===== src/rtl/pirdsp_pkg.sv =====
// Shared constants for the PIRDSP split-output multiplier and its consumers:
// mode encoding, partial-result lane geometry and a mode normalising helper.
package pirdsp_pkg;

    typedef enum logic [1:0] {
        MODE_27X18   = 2'b00,
        MODE_SUM_9X9 = 2'b01
    } pirdsp_mode_e;

    localparam int RESULT_W    = 45;
    localparam int CARRY_W     = 4;
    localparam int LANE1_LSB   = 27;
    localparam int LANE0_DROP  = 9;
    localparam int LANE1_SEG_W = 18;
    localparam int LANE_SUM_W  = 20;

    // Unused codes behave as the 27x18 product.
    function automatic pirdsp_mode_e normalize_mode(input logic [1:0] code);
        return (code == 2'b01) ? MODE_SUM_9X9 : MODE_27X18;
    endfunction

endpackage


===== src/rtl/pirdsp_final_adder.sv =====
// Combinational carry-propagate add of the redundant partial-result pair,
// producing either one wide product or two independent 20-bit lane sums.
module pirdsp_final_adder
    import pirdsp_pkg::*;
#(
    parameter int ACC_W  = 48,
    parameter int LANE_W = ACC_W / 2
) (
    input  pirdsp_mode_e          mode,
    input  logic                  a_sign,
    input  logic                  b_sign,
    input  logic [RESULT_W-1:0]   result_0,
    input  logic [RESULT_W-1:0]   result_1,
    input  logic [CARRY_W-1:0]    carry,
    output logic [ACC_W-1:0]      sum
);

    logic                    ext_sign;
    logic [RESULT_W-1:0]     wide_sum;
    logic [LANE1_LSB+1:0]    lane0_raw;
    logic [LANE_SUM_W-1:0]   lane_sum [2];
    logic [LANE_W-1:0]       lane_ext [2];

    assign ext_sign = a_sign || b_sign;
    assign wide_sum = result_0 + result_1;

    // Lane 0 keeps its 9 guard bits out of the result; lane 1 simply wraps at 20 bits.
    assign lane0_raw   = {carry[1:0], result_0[LANE1_LSB-1:0]} + {2'b00, result_1[LANE1_LSB-1:0]};
    assign lane_sum[0] = lane0_raw[LANE0_DROP +: LANE_SUM_W];
    assign lane_sum[1] = {carry[3:2], result_0[RESULT_W-1:LANE1_LSB]}
                       + {2'b00, result_1[RESULT_W-1:LANE1_LSB]};

    genvar gi;
    generate
        for (gi = 0; gi < 2; gi++) begin : g_lane_ext
            assign lane_ext[gi] = ext_sign ? LANE_W'($signed(lane_sum[gi]))
                                           : LANE_W'(lane_sum[gi]);
        end
    endgenerate

    always_comb begin
        sum = '0;
        if (mode == MODE_SUM_9X9) begin
            sum = ACC_W'({lane_ext[1], lane_ext[0]});
        end else if (ext_sign) begin
            sum = ACC_W'($signed(wide_sum));
        end else begin
            sum = ACC_W'(wide_sum);
        end
    end

endmodule


===== src/rtl/pirdsp_partial_result_accumulator.sv =====
// Two-stage valid/ready pipeline: stage 1 registers the final-added beat,
// stage 2 loads or accumulates it into the running value driven on out_acc.
module pirdsp_partial_result_accumulator
    import pirdsp_pkg::*;
#(
    parameter int ACC_W  = 48,
    parameter int LANE_W = ACC_W / 2
) (
    input  logic                  clk,
    input  logic                  reset_n,
    input  logic                  in_valid,
    output logic                  in_ready,
    input  logic [1:0]            mode,
    input  logic                  a_sign,
    input  logic                  b_sign,
    input  logic                  first,
    input  logic [RESULT_W-1:0]   result_0,
    input  logic [RESULT_W-1:0]   result_1,
    input  logic [CARRY_W-1:0]    result_SIDM_carry,
    output logic                  out_valid,
    input  logic                  out_ready,
    output logic [ACC_W-1:0]      out_acc,
    output logic [1:0]            out_mode,
    output logic                  err_mode
);

    pirdsp_mode_e        mode_norm;
    logic [ACC_W-1:0]    sum_comb;

    logic                s1_valid_reg;
    logic                s1_valid_next;
    logic [ACC_W-1:0]    s1_sum_reg;
    pirdsp_mode_e        s1_mode_reg;
    logic                s1_first_reg;

    logic                s2_valid_reg;
    logic [ACC_W-1:0]    acc_reg;
    logic [ACC_W-1:0]    acc_next;
    pirdsp_mode_e        acc_mode_reg;
    logic                err_mode_reg;
    logic                err_mode_next;

    logic                advance;
    logic                accept;
    logic                move;
    logic                mode_change;
    logic                load;
    logic [ACC_W-1:0]    lane_acc_sum;

    assign mode_norm = normalize_mode(mode);

    pirdsp_final_adder #(
        .ACC_W  (ACC_W),
        .LANE_W (LANE_W)
    ) u_final_adder (
        .mode     (mode_norm),
        .a_sign   (a_sign),
        .b_sign   (b_sign),
        .result_0 (result_0),
        .result_1 (result_1),
        .carry    (result_SIDM_carry),
        .sum      (sum_comb)
    );

    // Handshake: stage 2 frees up whenever its value is consumed or absent.
    assign advance       = !s2_valid_reg || out_ready;
    assign in_ready      = !s1_valid_reg || advance;
    assign accept        = in_valid && in_ready;
    assign move          = s1_valid_reg && advance;
    assign s1_valid_next = accept || (s1_valid_reg && !advance);

    assign mode_change   = (s1_mode_reg != acc_mode_reg);
    assign load          = s1_first_reg || mode_change;
    assign err_mode_next = err_mode_reg || (mode_change && !s1_first_reg);

    genvar gi;
    generate
        for (gi = 0; gi < 2; gi++) begin : g_lane_acc
            assign lane_acc_sum[gi*LANE_W +: LANE_W] =
                acc_reg[gi*LANE_W +: LANE_W] + s1_sum_reg[gi*LANE_W +: LANE_W];
        end
    endgenerate

    always_comb begin
        acc_next = acc_reg + s1_sum_reg;
        if (load) begin
            acc_next = s1_sum_reg;
        end else if (s1_mode_reg == MODE_SUM_9X9) begin
            acc_next = lane_acc_sum;
        end
    end

    always_ff @(posedge clk or negedge reset_n) begin
        if (!reset_n) begin
            s1_valid_reg <= 1'b0;
            s1_sum_reg   <= '0;
            s1_mode_reg  <= MODE_27X18;
            s1_first_reg <= 1'b0;
            s2_valid_reg <= 1'b0;
            acc_reg      <= '0;
            acc_mode_reg <= MODE_27X18;
            err_mode_reg <= 1'b0;
        end else begin
            s1_valid_reg <= s1_valid_next;
            if (accept) begin
                s1_sum_reg   <= sum_comb;
                s1_mode_reg  <= mode_norm;
                s1_first_reg <= first;
            end
            if (advance) begin
                s2_valid_reg <= s1_valid_reg;
            end
            if (move) begin
                acc_reg      <= acc_next;
                acc_mode_reg <= s1_mode_reg;
                err_mode_reg <= err_mode_next;
            end
        end
    end

    assign out_valid = s2_valid_reg;
    assign out_acc   = acc_reg;
    assign out_mode  = acc_mode_reg;
    assign err_mode  = err_mode_reg;

endmodule


===== config.mk =====
export PLATFORM = sky130hd
export DESIGN_NAME = pirdsp_partial_result_accumulator
export DESIGN_NICKNAME = d
export VERILOG_FILES = /design/src/rtl/pirdsp_pkg.sv /design/src/rtl/pirdsp_final_adder.sv /design/src/rtl/pirdsp_partial_result_accumulator.sv
export SDC_FILE = /design/constraint.sdc
export NUM_CORES = 1
export LEC_CHECK = 0
export CORE_MARGIN = 1.5
export CORE_UTILIZATION = 51
export CTS_CLUSTER_DIAMETER = 60
export DETAILED_ROUTE_END_ITERATION = 16
export GPL_TIMING_DRIVEN = 0
export PLACE_DENSITY = 0.79
export SLEW_MARGIN = 40
export SYNTH_ARGS = -nofsm -noshare
export SYNTH_HDL_FRONTEND = slang
export SYNTH_SLANG_ARGS = --single-unit
export TNS_END_PERCENT = 50

===== constraint.sdc =====
create_clock -name clk -period 2.8 [get_ports clk]
set_input_delay 0.84 -clock clk [delete_from_list [all_inputs] [get_ports clk]]
set_output_delay 0.84 -clock clk [all_outputs]
set_load 0.1 [all_outputs]

After elaboration in Yosys (flattened, before gate mapping):

Index checks and enable logic that the tools add are counted.

* bits in registers: 104
* output and inout bits: 53
* word-level logic and storage cells: 39
* input bits: 103

* mux-type cells: 7
* equal/unequal tests: 4
* reductions and logical operators: 14
* add/subtract/negate cells: 6

Operators by type and width (count)
* 48-bit two-way mux: 4
* 24-bit adder: 2
* 48-bit adder: 1
* 24-bit two-way mux: 2
* 45-bit adder: 1
* 29-bit by 27-bit adder with 29-bit output: 1
* 20-bit by 18-bit adder with 20-bit output: 1
* 1-bit logical OR: 6
* 2-bit by 1-bit equality test with 1-bit output (second input constant): 2
* 1-bit logical AND: 4
* 1-bit logical NOT: 4
* 2-bit inequality test: 1
* 1-bit equality test (second input constant): 1
* 1-bit two-way mux: 1

Longest topological paths before layout:

Gate-level depths: netlist of run 1.

* depth after elaboration: 5
* gate-level depth with buffers: 11
* mapped depth without buffers: 11

Modules after synthesis:

From an unflattened synthesis of run 1, not the netlist that was laid out.

* cell total of the unflattened synthesis: 1321
* area, all modules: 10527.6 um^2

Modules (own cells, without submodules)
* pirdsp_partial_result_accumulator: area each 6993.0 um^2, sequential area each 2552.4 um^2, times used 1, cells an instance 795
* pirdsp_final_adder: area each 3534.6 um^2, sequential area each 0.0 um^2, times used 1, cells an instance 526

Worst setup path before layout of run 1:

Ideal clock, no wire load.

* kind: reg2reg
* start point: reg acc_reg[14] (netlist: out_acc[14])
* end point: reg acc_reg[35] (netlist: out_acc[35])
* period minus slack after synthesis: 3.455 ns
* stages on the path, launching flop included: 12
* required time: 2.672 ns
* path buffers: 1
* library setup time: 0.128 ns
* arrival time: 3.327 ns
* slack: -0.655 ns
* cells stage by stage: dfrtp_1 > ha_1 > buf_2 > and3_1 > and4_1 > or4b_4 > a31oi_2 > o21ai_2 > o41a_1 > o21ai_1 > mux2i_1 > nand3_1

* cells in the longest elaborated chain, start to end: 3

Ends and longest elaborated chain
* from (decl): RTL line pirdsp_partial_result_accumulator.sv:37 `logic [ACC_W-1:0] acc_reg;`
* from (signal assigned): RTL line pirdsp_partial_result_accumulator.sv:114 `acc_reg <= acc_next;`
* 48-bit adder: RTL line pirdsp_partial_result_accumulator.sv:85 `acc_next = acc_reg + s1_sum_reg;`
* 48-bit two-way mux: RTL line pirdsp_partial_result_accumulator.sv:88 `end else if (s1_mode_reg == MODE_SUM_9X9) begin`
* 48-bit two-way mux: RTL line pirdsp_partial_result_accumulator.sv:86 `if (load) begin`

Every way passes these cells.
A chain may end at the register's enable or synchronous reset.

Final worst setup path of run 1:

* start point: in result_0[10]
* end point: reg s1_sum_reg[39]

* cells in the longest elaborated chain, start to end: 3

Ends and longest elaborated chain
* from (decl): RTL line pirdsp_partial_result_accumulator.sv:17 `input logic [RESULT_W-1:0] result_0,`
* 45-bit adder: RTL line pirdsp_final_adder.sv:25 `assign wide_sum = result_0 + result_1;`
* 48-bit two-way mux: RTL line pirdsp_final_adder.sv:45 `end else if (ext_sign) begin`
* 48-bit two-way mux: RTL line pirdsp_final_adder.sv:43 `if (mode == MODE_SUM_9X9) begin`
* to (signal assigned): RTL line pirdsp_partial_result_accumulator.sv:106 `s1_sum_reg <= sum_comb;`
* to (decl): RTL line pirdsp_partial_result_accumulator.sv:32 `logic [ACC_W-1:0] s1_sum_reg;`

Every way passes these cells.

==> flow_summary_export.csv, run 1 <==
group,metric,value,unit
clocking,cts_buffers,9,
floorplanning,core.rowCount,51,
timing,rsz0062_at_grt,"true",
drt,first_pass_iters,6,
drt,vias_per_cell,6.56,
timing,worst_slew_pin_slew,0.768,ns
clocking,cts_root_buf,"clkbuf_16",
synth,ys_warn_count,0,
setup_path,crit_required,3.04,ns
cells_and_area,finalCoreUtilization,76.6,%
timing,finalWorstSetupSlack,-0.421,ns
synth,syn_nets,1533,
setup_path,slowest_stage,"a221o_1",
run_status,failed_checks,"negative setup slack",
synth,synth_area,10200,um2
setup_path,worstPathCellList,"buf_6 -> ha_4 -> and2_4 -> a221o_1 -> a221oi_4 -> nand4_1 -> a21oi_2 -> o21ai_4 -> a21bo_4 -> a2111oi_4 -> nor3b_2",
global_routing,grt_pass1_vias,11300,
global_routing,grt_usage,37.4,%
timing,drv_slew,0,
drt,drc,0,
worst_hold_path,hold_path_class,"input pin to asynchronous set/reset pin",
timing,skew,0.0139,ns
place,place_inst,1754,
synth,synth_area_leader_cell,"dfrtp_1",
global_routing,grt_start_max_net_pins,75,
synth,synth_top_area_share,24.6,%
timing,timing.hold.ws,0.316,ns
synth,yosysMostFrequentCell,"nand2_1",
setup_path,cp-end-kind,"flip-flop",
place,portBuffers,154,
synth,synth_edf_count,0,
floorplanning,die_w,144,um
cells_and_area,multi_input_area,9100,um2
clocking,cts_tree,"built",
timing,post-route-min-period,3.22,ns
timing,finalHoldViolCount,0,
drt,avgRoutedWirePerCell,22.5,um
cells_and_area,fin_cells,1889,
global_routing,overflow,0,
setup_path,arrival,3.46,ns
clocking,clkSlewWorstSetupHoldPaths,0.08,ns
cells_and_area,largest_reg_flops,48,
place,dp_hpwl,26.9,mm
drt,routed_wl,42.6,mm
synth,yosysSeqAreaShare,24.6,%
floorplanning,initial_utilization,52.0,%
clocking,hold_buffers,0,
pwr,p_leak,6.28,nW
run_status,status,"complete, but fails checks",
clocking,clock_latency,0.36,ns
setup_path,crit_type,"input pin to flip-flop",
synth,syn_inst,1334,
floorplanning,die-area,20800,um2
setup_path,cpPeakStageDelay,0.42,ns
timing,max_freq,310,MHz
cells_and_area,fillers,1374,
pwr,peakVddDrop,0.000794,V
synth,syn_avg_cell_area,7.61,um2
synth,synth_common_cells,"nand2_1 (161), a21oi_1 (159), nor2_1 (128)",
timing,slew_headroom,48.8,%
clocking,cts.sinks,100,
floorplanning,core_area,19500,um2
global_routing,grt_pass1_wl,60.5,mm
synth,synthArstFlopShare,100,%
setup_path,startpoint_type,"input pin",
drt,drtIter0Drc,1504,
cells_and_area,seq_area,2600,um2
timing,final.setup.tns,-9.21,ns
synth,synth.distinct_cells,74,
cells_and_area,syn2layout_area_growth,47.3,%
timing,post-route-period-util,115,%
drt,postRouteAntennaNets,0,
setup_path,reg2reg_slack,-0.15,ns
cells_and_area,drive_above_1_share,32.0,%
drt,vias,12400,
floorplanning,io-pin-count,156,
clocking,cts.path.max_buffers,2,
cells_and_area,n_antenna_cell,0,
job,cap_violations,0,
setup_path,crit_path_max_fanout,3,
global_routing,antenna_found_initial,0,
floorplanning,chipHeight,144,um
clocking,cts-htree-levels,3,
cells_and_area,nets,1818,
synth,ys_ff_latch,100,
timing,setup_viol,56,
synth,synth.area.top_cells,"dfrtp_1 (25%), ha_1 (11%), a21oi_1 (7.8%), nand2_1 (6.0%), o21ai_0 (5.1%)",
place,finalWeightedCongestion,0.970,
synth,ys.flop_type,"dfrtp_1",
pwr,p_per_area,1080,nW/um2
-- path summary, 6_finish.rpt --
| path | startpoint | to | cells after the start |
|---|---|---|---|
| worst max-delay path | result_0[10] | s1_sum_reg[39] | 11 |
| worst min-delay path | reset_n | out_acc[40] | 1 |
| worst max register to register | out_acc[30] | out_acc[47] | 11 |
| worst min register to register | err_mode | err_mode | 1 |
| max in group asynchronous | reset_n | out_acc[14] | 2 |
| min in group clk | err_mode | err_mode | 1 |
-- stage by stage --
| stage | instance area, um2 | power (mW) | setup WS (ns) |
|---|---|---|---|
| 2_1_floorplan | 10600 | 10.5 | -0.315 |
| 3_3_place_gp | 12500 | 12.9 | -3.60 |
| 3_5_place_dp | 12300 | 12.6 | -1.21 |
| 4_1_cts | 14300 | 15.1 | -0.218 |
| 5_1_grt | 15000 | 17.0 | -0.507 |
| 6_report | 15000 | 16.1 | -0.421 |
-- worst max-delay path: cells and delay by family --
family                   cells  cell delay [ns]
buffers and inverters        1             0.10
adder cells (fa/ha/maj)      1             0.23
AND/OR/NAND/NOR              3             0.55
AO/OA/AOI/OAI                6             1.73
-- power breakdown --
part           switching [mW]  internal [mW]  total [mW]
registers               0.660           2.04        2.70
clock network           0.644          0.714        1.36
logic                    7.73           4.33        12.1
total                    9.03           7.09        16.1
-- layer usage --
layer / global-route usage [%] / vias to the layer above / routed length, um
li1: - / 5464 / -
met1: 49.7 / 5840 / 17000
met2: 62.5 / 849 / 19500
met3: 4.87 / 239 / 3790
met4: 12.7 / 0 / 2330
met5: 0 / - / 0
-- cells in the final DEF (no fill, tap or decap), types with 10 or more instances in the layout --
cell	Yosys	layout
o21bai_1	14	12
nand2_1	161	158
xnor2_1	50	43
a31oi_1	29	21
a21oi_1	159	109
a21o_1	51	51
o21ai_0	103	68
nand2b_1	12	11
ha_1	92	33
clkdlybuf4s50_1	0	20
o21a_1	13	12
inv_1	18	16
and3_1	24	18
a21oi_4	0	16
ha_4	0	56
dfrtp_1	100	57
a21oi_2	0	34
clkbuf_1	52	32
buf_6	5	20
clkbuf_2	0	10
buf_4	3	125
and2_1	16	12
dfrtp_2	0	26
nor3_1	21	16
nand3_1	50	42
o21ai_2	2	11
dlygate4sd2_1	0	55
nand4_1	28	28
dfrtp_4	0	17
nor2_1	128	122
o211ai_1	11	11
clkdlybuf4s15_1	0	13
buf_2	3	58
xor2_1	42	39
o21ai_1	4	25
-- logic make-up (layout without fill, tap and decap cells) --
group / Yosys count / after routing / share of synthesized area (%)
AND/OR/NAND/NOR: 477 / 477 / 21.7
adder cells (fa/ha/maj): 96 / 96 / 12.1
flip-flops: 100 / 100 / 24.6
AO/OA/AOI/OAI: 474 / 474 / 29.1
XOR/XNOR: 92 / 92 / 7.94
buffers and inverters: 88 / 378 / 3.91
multiplexers: 6 / 6 / 0.604
other: 1 / 1 / 0.0369
-- cell type report --
class	count	area share (%)
Buffer	55	1.92
Clock inverter	6	0.519
Clock buffer	10	1.53
Multi-Input combinational cell	1146	60.8
Inverter	18	0.452
Sequential cell	100	17.4
Timing Repair Buffer	289	15.1
Tap cell	265	2.22
-- timing repair --
item,CTS,global route
pin swaps,139,93
buffers inserted,105,29
gates resized for setup,320,113
setup endpoints to repair,74,67
gates cloned,0,0
endpoints found under the hold margin,0,0
(Power assumes the default switching activity.)
==> run 2, diff against run 1 <==
- ABC_CLOCK_PERIOD_IN_PS: not set -> 2800
==> results of run 2 <==
No change in the layout: final DEF, timing and power equal those of run 1.
